### src/rtl/debounce_bank.sv
// debounce_bank: multi-channel debouncer for push-buttons and vehicle sensors.
// Each channel synchronises its raw input through two flops, requires the new
// value to persist for STABLE_CYCLES before the debounced level follows, and
// emits one-cycle rise/fall pulses plus a single long-press held pulse.
//
// Ports:
//   clk    in   1         system clock, rising edge
//   rst_n  in   1         synchronous active-low reset
//   in_raw in   CHANNELS  asynchronous raw inputs
//   level  out  CHANNELS  debounced level
//   rise   out  CHANNELS  one-cycle pulse on debounced 0->1
//   fall   out  CHANNELS  one-cycle pulse on debounced 1->0
//   held   out  CHANNELS  one-cycle pulse once level has been 1 for HOLD_CYCLES
module debounce_bank #(
  parameter int unsigned CHANNELS      = 4,
  parameter int unsigned STABLE_CYCLES = 1_000_000,
  parameter int unsigned HOLD_CYCLES   = 50_000_000
) (
  input  logic                clk,
  input  logic                rst_n,
  input  logic [CHANNELS-1:0] in_raw,
  output logic [CHANNELS-1:0] level,
  output logic [CHANNELS-1:0] rise,
  output logic [CHANNELS-1:0] fall,
  output logic [CHANNELS-1:0] held
);

  localparam int unsigned STAB_W = $clog2(STABLE_CYCLES + 1);
  localparam int unsigned HOLD_W = $clog2(HOLD_CYCLES + 1);

  localparam logic [STAB_W-1:0] STAB_TERM = STAB_W'(STABLE_CYCLES - 1);
  localparam logic [HOLD_W-1:0] HOLD_MAX  = HOLD_W'(HOLD_CYCLES);
  localparam logic [HOLD_W-1:0] HOLD_PRE  = HOLD_W'(HOLD_CYCLES - 1);

  for (genvar i = 0; i < CHANNELS; i++) begin : g_ch
    logic              r_s1;
    logic              r_s2;
    logic [STAB_W-1:0] r_stab;
    logic [HOLD_W-1:0] r_hold;
    logic              r_level;
    logic              r_rise;
    logic              r_fall;
    logic              r_held;

    // Synchroniser, stability filter, edge pulses and saturating hold counter.
    always_ff @(posedge clk) begin
      if (!rst_n) begin
        r_s1    <= 1'b0;
        r_s2    <= 1'b0;
        r_stab  <= '0;
        r_hold  <= '0;
        r_level <= 1'b0;
        r_rise  <= 1'b0;
        r_fall  <= 1'b0;
        r_held  <= 1'b0;
      end else begin
        r_s1   <= in_raw[i];
        r_s2   <= r_s1;
        r_rise <= 1'b0;
        r_fall <= 1'b0;
        r_held <= 1'b0;

        // Any agreement with the current level discards a partial count.
        if (r_s2 == r_level) begin
          r_stab <= '0;
        end else if (r_stab == STAB_TERM) begin
          r_level <= r_s2;
          r_stab  <= '0;
          r_rise  <= r_s2;
          r_fall  <= ~r_s2;
        end else begin
          r_stab <= r_stab + STAB_W'(1);
        end

        // Uses the pre-edge level, so the edge that raises level is not counted.
        if (!r_level) begin
          r_hold <= '0;
        end else if (r_hold < HOLD_MAX) begin
          r_hold <= r_hold + HOLD_W'(1);
          if (r_hold == HOLD_PRE) r_held <= 1'b1;
        end
      end
    end

    assign level[i] = r_level;
    assign rise[i]  = r_rise;
    assign fall[i]  = r_fall;
    assign held[i]  = r_held;
  end

endmodule
### config.mk
export PLATFORM = sky130hd
export DESIGN_NAME = debounce_bank
export DESIGN_NICKNAME = d
export VERILOG_FILES = /design/src/rtl/debounce_bank.sv
export SDC_FILE = /design/constraint.sdc
export NUM_CORES = 1
export LEC_CHECK = 0
export BUFFER_PORTS_ARGS = -buffer_cell sky130_fd_sc_hd__buf_2
export CAP_MARGIN = 20
export CORE_ASPECT_RATIO = 0.9
export CORE_MARGIN = 1.5
export CORE_UTILIZATION = 55
export DETAILED_ROUTE_END_ITERATION = 12
export MAX_ROUTING_LAYER = met4
export PLACE_DENSITY = 0.71
export RECOVER_POWER = 25
export SYNTH_ARGS = -nofsm -noshare
export SYNTH_HDL_FRONTEND = slang
export SYNTH_SLANG_ARGS = --single-unit
### constraint.sdc
create_clock -name clk -period 2.6 [get_ports clk]
set_input_delay 0.52 -clock clk [delete_from_list [all_inputs] [get_ports clk]]
set_output_delay 0.52 -clock clk [all_outputs]
set_load 0.02 [all_outputs]
==> metrics.cfg, run 1 <==
[run_status]
status = completed

[placement]
portBuffers = 21
dp_hpwl_mm = 12.6
place_ws_ps = 429
gp_congestion = 0.903

[power_and_ir_drop]
vdd_drop_max_mv = 0.438
power_mw = 6.34
leakagePower_nw = 3.22
power.density_nw_per_um2 = 600

[setup_path]
crit_slowest_cell = nor4_1
setup.worst_path.end_class = flip-flop
crit_fanout = 7
ff2ff_setup_slack_ps = 340
cp.arrival_ps = 2690
r2r-end = g_ch[3].r_hold[20]
start_kind = flip-flop
critPathRequiredTime_ps = 3020
path_cells = ha_1 -> nand3_1 -> nor4_1 -> o211ai_1 -> or3_1 -> a21oi_1
slowest_delay_ps = 570
ff2ff_path_depth = 6
worstReg2RegStart = g_ch[3].r_hold[0]
crit_type = reg -> reg

[clocking]
cts_setup_buffers = 0
cts_root_buf = clkbuf_16
numCtsBuffers = 22
cts_hold_buf = 0
path_clk_slew_ps = 60
cts_resized = 0
clk_latency_ps = 500
cts_buffer_depth = 3
clock_sinks = 208
cts_tree = yes
cts_max_level = 1

[hold_path]
hp-class = in -> reg
hold_depth = 2
holdCritStartpoint = in_raw[3]
hold_path_end = g_ch[3].r_s1

[timing]
fin_crit_sh = 0.869
slew_headroom = 0.341
maxSlewViolCount = 0
worst_pin_slew_ps = 972
finalSetupTns_ps = 0
hold_viol_final = 0
rsz0062_at_grt = no
period_needed_ps = 2260
clock_skew_ps = 7.03
fin_ws_ps = 340
finalSetupViolations = 0
fmax_mhz = 442

[floorplan]
die_h_um = 128
core_um2 = 16900
rows = 45
die_w_um = 142
initial_core_util = 0.566
die_area_um2 = 18300
ios = 22

[layout]
diodes = 0
nNetsFinal = 1174
final_layout_size_suffix_gt1_frac = 0.0589
final_cell_mix = 208 x dfxtp_1, 137 x nor2_1, 105 x nand2_1
area_growth_pct = 9.96
final_common_cell = dfxtp_1

[logic_synthesis]
syn-instance-count = 1147
async_flop_share = 0
syn_area_um2 = 9600
avgSynthCellArea_um2 = 8.37
synth_cell_types = 58
ys_warn_count = 0
synth-edff-count = 0
yosysSeqAreaShare = 0.434
dominantRegCellSynth = dfxtp_1
syn_nets = 1161
ys_ff_latch = 208

[drt]
drt_iter0_drc = 399
drtAntennaViolNets = 0
drc = 0
vias_per_cell = 5.70
avgRoutedWirePerCell_um = 13.2
dr_total_vias = 8014
routed_wl_mm = 18.5
drtPass1Iterations = 7

[global_route]
grt_usage = 0.214
grt_max_degree = 27
grt_antenna_before_repair = 0
grt_first_pass_wirelength_mm = 32.3
grt_pass1_vias = 7221
gr-total-overflow = 0

[job]
cap_viol_max_count = 0

-- power by group --
part	switching, mW	internal [mW]	total (mW)	leakage [nW]
Sequential	0.00509	3.19	3.20	1.68
Combinational	0.0213	0.00999	0.0313	1.19
Clock	1.20	1.90	3.11	0.358
Total	1.23	5.11	6.34	3.22
-- worst max path at each step --
stage | startpoint | end | slack [ps]
floorplan | g_ch[0].r_hold[19] | g_ch[0].r_hold[1] | 640
global placement | g_ch[2].r_hold[7] | g_ch[2].r_hold[5] | 530
finish | g_ch[3].r_hold[0] | g_ch[3].r_hold[20] | 340
CTS | g_ch[3].r_hold[0] | g_ch[3].r_hold[20] | 400
global route | g_ch[3].r_hold[0] | g_ch[3].r_hold[20] | 220
detailed placement | g_ch[3].r_hold[0] | g_ch[3].r_hold[20] | 430
-- registers in the layout, summed over array words and instances (netlist names) --
register and count:
g_ch.r_hold 104, g_ch.r_s2 4, g_ch.r_stab 80, g_ch.r_level 4, g_ch.r_held 4, g_ch.r_rise 4, g_ch.r_fall 4, g_ch.r_s1 4
-- synth_stat cells (all sizes together) (10+ instances only) --
| cell | n | area, um^2 |
|---|---|---|
| dfxtp | 208 | 4160 |
| nor2 | 137 | 514 |
| nand2 | 105 | 394 |
| nand3 | 83 | 415 |
| a21oi | 73 | 365 |
| o21ai | 63 | 315 |
| xor2 | 61 | 534 |
| or3 | 52 | 333 |
| nand4 | 37 | 238 |
| clkbuf | 31 | 116 |
| or4 | 30 | 226 |
| xnor2 | 27 | 236 |
| nor3 | 24 | 120 |
| o31ai | 24 | 195 |
| buf | 21 | 156 |
| and4 | 20 | 175 |
| and2 | 19 | 119 |
| and3 | 19 | 119 |
| inv | 15 | 56.3 |
| nor4 | 14 | 87.6 |
| o211ai | 10 | 75.1 |
-- critical path: cells and delay by family, from the launching register on --
kind / cells / cell delay, ps
AND/OR/NAND/NOR: 3 / 1190
AO/OA/AOI/OAI: 2 / 440
flip-flops: 1 / 380
adder cells (fa/ha/maj): 1 / 180
-- cell type report --
class | instances | area [um^2]
multi-input cells | 872 | 5110
clock buffers | 29 | 638
repair buffers | 41 | 215
flip-flops and latches | 208 | 4160
inverters | 15 | 56.3
well taps | 235 | 294
fillers | 1499 | 6390
clock inverters | 6 | 80.1
-- kinds of logic after synthesis --
logic type / Yosys count / synth area share
simple gates: 575 / 0.313
flops: 208 / 0.434
compound gates: 194 / 0.121
xor+xnor: 88 / 0.0803
buf+inv: 67 / 0.0343
fa+ha+maj: 8 / 0.0104
mux: 7 / 0.00730
-- metal layers --
metal | routed length (um) | vias up | global-route usage | part of all wire
met3 | 621 | 29 | 0.0320 | 0.034
li1 | - | 4143 | - | -
met4 | 335 | 0 | 0.0467 | 0.018
met2 | 8280 | 120 | 0.347 | 0.45
met5 | 0 | - | - | 0
met1 | 9270 | 3722 | 0.285 | 0.50
-- metrics by stage --
step	instance area [um^2]	std cells	util	hold slack [ps]
after floorplan	9600	1147	-	412
after global placement	9890	1371	0.584	413
after detailed placement	9890	1371	0.584	422
after CTS	10600	1406	0.626	221
after global routing	10600	1406	0.623	221
final	10600	1406	0.623	238
(Power assumes the default switching activity.)
==> run 2, diff against run 1 <==
- CORE_UTILIZATION: 55 -> 62
- PLACE_DENSITY: 0.71 -> 0.79
==> run 2 against run 1 <==
Effect of this change: sequential power about the same; power shrank 0.23%; clock power barely moved; register-to-register slack hardly changed; sequential cell count is the same; critical path depth is the same; via count grew 0.59%; setup slack barely moved; routed wire length is 0.28% higher; critical endpoint is now g_ch[1].r_hold[5]; highest routed layer unchanged.
==> metrics.cfg, run 2 (synthesis results as in run 1) <==
[power_and_ir_drop]
intPower_mw = 5.10
p_clk_frac = 0.489
p_comb_frac = 0.005
leakagePower_nw = 3.22
p_sw_frac = 0.193
power_mw = 6.32
vdd_drop_max_mv = 0.486
pwr-share-seq = 0.506
power.density_nw_per_um2 = 601
p_sw_mw = 1.22

[timing]
worst_pin_slew_ps = 1190
fmax_mhz = 442
finalSetupTns_ps = 0
fin_crit_sh = 0.869
finalSetupViolations = 0
fin_hold_ws_ps = 226
slew_headroom = 0.204
hold_viol_final = 0
maxSlewViolCount = 0
clock_skew_ps = 12.6
period_needed_ps = 2260
rsz0062_at_grt = no

[drt]
dr_total_vias = 8061
drtAntennaViolNets = 0
avgRoutedWirePerCell_um = 13.5
routed_wl_mm = 18.6
vias_per_cell = 5.88
drtPass1Iterations = 5
drc = 0
drt_iter0_drc = 342

[setup_path]
crit_type = reg -> reg
cp.arrival_ps = 2670
critPathRequiredTime_ps = 3010
crit_fanout = 19
setup.worst_path.end_class = flip-flop
start_kind = flip-flop

[placement]
dp_hpwl_mm = 12.5
gp_congestion = 0.894
dpl-instance-area_um2 = 9820
portBuffers = 21

[clocking]
path_clk_slew_ps = 60
cts_tree = yes
cts_hold_buf = 0
numCtsBuffers = 22
cts_buffer_depth = 3
cts_root_buf = clkbuf_16
clk_latency_ps = 490
clock_sinks = 208
cts_resized = 0
cts_setup_buffers = 0
cts_max_level = 1

[layout]
diodes = 0
final_common_cell = dfxtp_1
regMostFlops = g_ch.r_hold
nNetsFinal = 1171
area_growth_pct = 9.53
final_area_um2 = 10500
largestRegisters = g_ch.r_hold: 104 flops, g_ch.r_stab: 80 flops
largest_reg_flops = 104
final_cell_mix = 208 x dfxtp_1, 137 x nor2_1, 105 x nand2_1
final_layout_size_suffix_gt1_frac = 0.0606
utilization = 0.704

[hold_path]
hp-class = in -> reg

[floorplan]
initial_core_util = 0.643
rows = 42
ios = 22
die_area_um2 = 16200
die_w_um = 134
die_h_um = 121
core_um2 = 14900

[global_route]
grt_usage = 0.236
grt_pass1_vias = 7244
gr-total-overflow = 0
grt_first_pass_wirelength_mm = 32.2
grt_max_degree = 29
grt_antenna_before_repair = 0

[job]
cap_viol_max_count = 0

[run_status]
status = completed

[run 2: cell types whose count changed in the layout (fill, tap and decap cells not counted), sizes merged]
cell,delta
buf,-2
clkbuf,+1
clkinv,+1
clkinvlp,+1
[run 2: layer usage]
metal	vias to the layer above	wire length, um	track usage
met5	-	0	-
met4	0	342	0.0551
met2	122	8590	0.382
met3	29	588	0.0326
li1	4151	-	-
met1	3759	9040	0.315
[run 2: path summary, 6_finish.rpt]
| kind | start | endpoint | slack [ps] | cells past startpoint |
|---|---|---|---|---|
| max | g_ch[1].r_hold[7] | g_ch[1].r_hold[5] | 340 | 6 |
| min | in_raw[3] | g_ch[3].r_s1 | 230 | 2 |
| max reg2reg | g_ch[1].r_hold[7] | g_ch[1].r_hold[5] | 340 | 6 |
| min reg2reg | g_ch[2].r_s1 | g_ch[2].r_s2 | 430 | 1 |
[run 2: metrics by stage]
step | setup WS (ps) | instances
4_1_cts | 133 | 1370
3_5_place_dp | 153 | 1331
5_1_grt | 107 | 1370
6_report | 340 | 1370
2_1_floorplan | 643 | 1147
3_3_place_gp | 286 | 1331
[run 2: worst max-delay path, stage by stage, from the launching register on]
cell and delay (ps):
dfxtp_1 350, or4_1 520, nor2_1 300, o31ai_4 210, buf_4 260, or4_1 400
a21oi_1 140
[run 2: cell type report]
cell class | instances | area (um^2)
Tap cell | 198 | 248
Clock buffer | 31 | 636
Timing Repair Buffer | 38 | 198
Inverter | 15 | 56.3
Multi-Input combinational cell | 872 | 5120
Sequential cell | 208 | 4160
Fill cell | 1201 | 4410
Clock inverter | 8 | 92.6
[run 2: power groups by stage]
stage	registers, mW	clock network, mW	logic, mW
3_5_place_dp	3.27	0	0.0316
2_1_floorplan	3.27	0	0.0208
3_3_place_gp	3.27	0	0.0309
4_1_cts	3.20	3.17	0.0318
5_1_grt	3.20	3.30	0.0347
6_report	3.20	3.09	0.0304
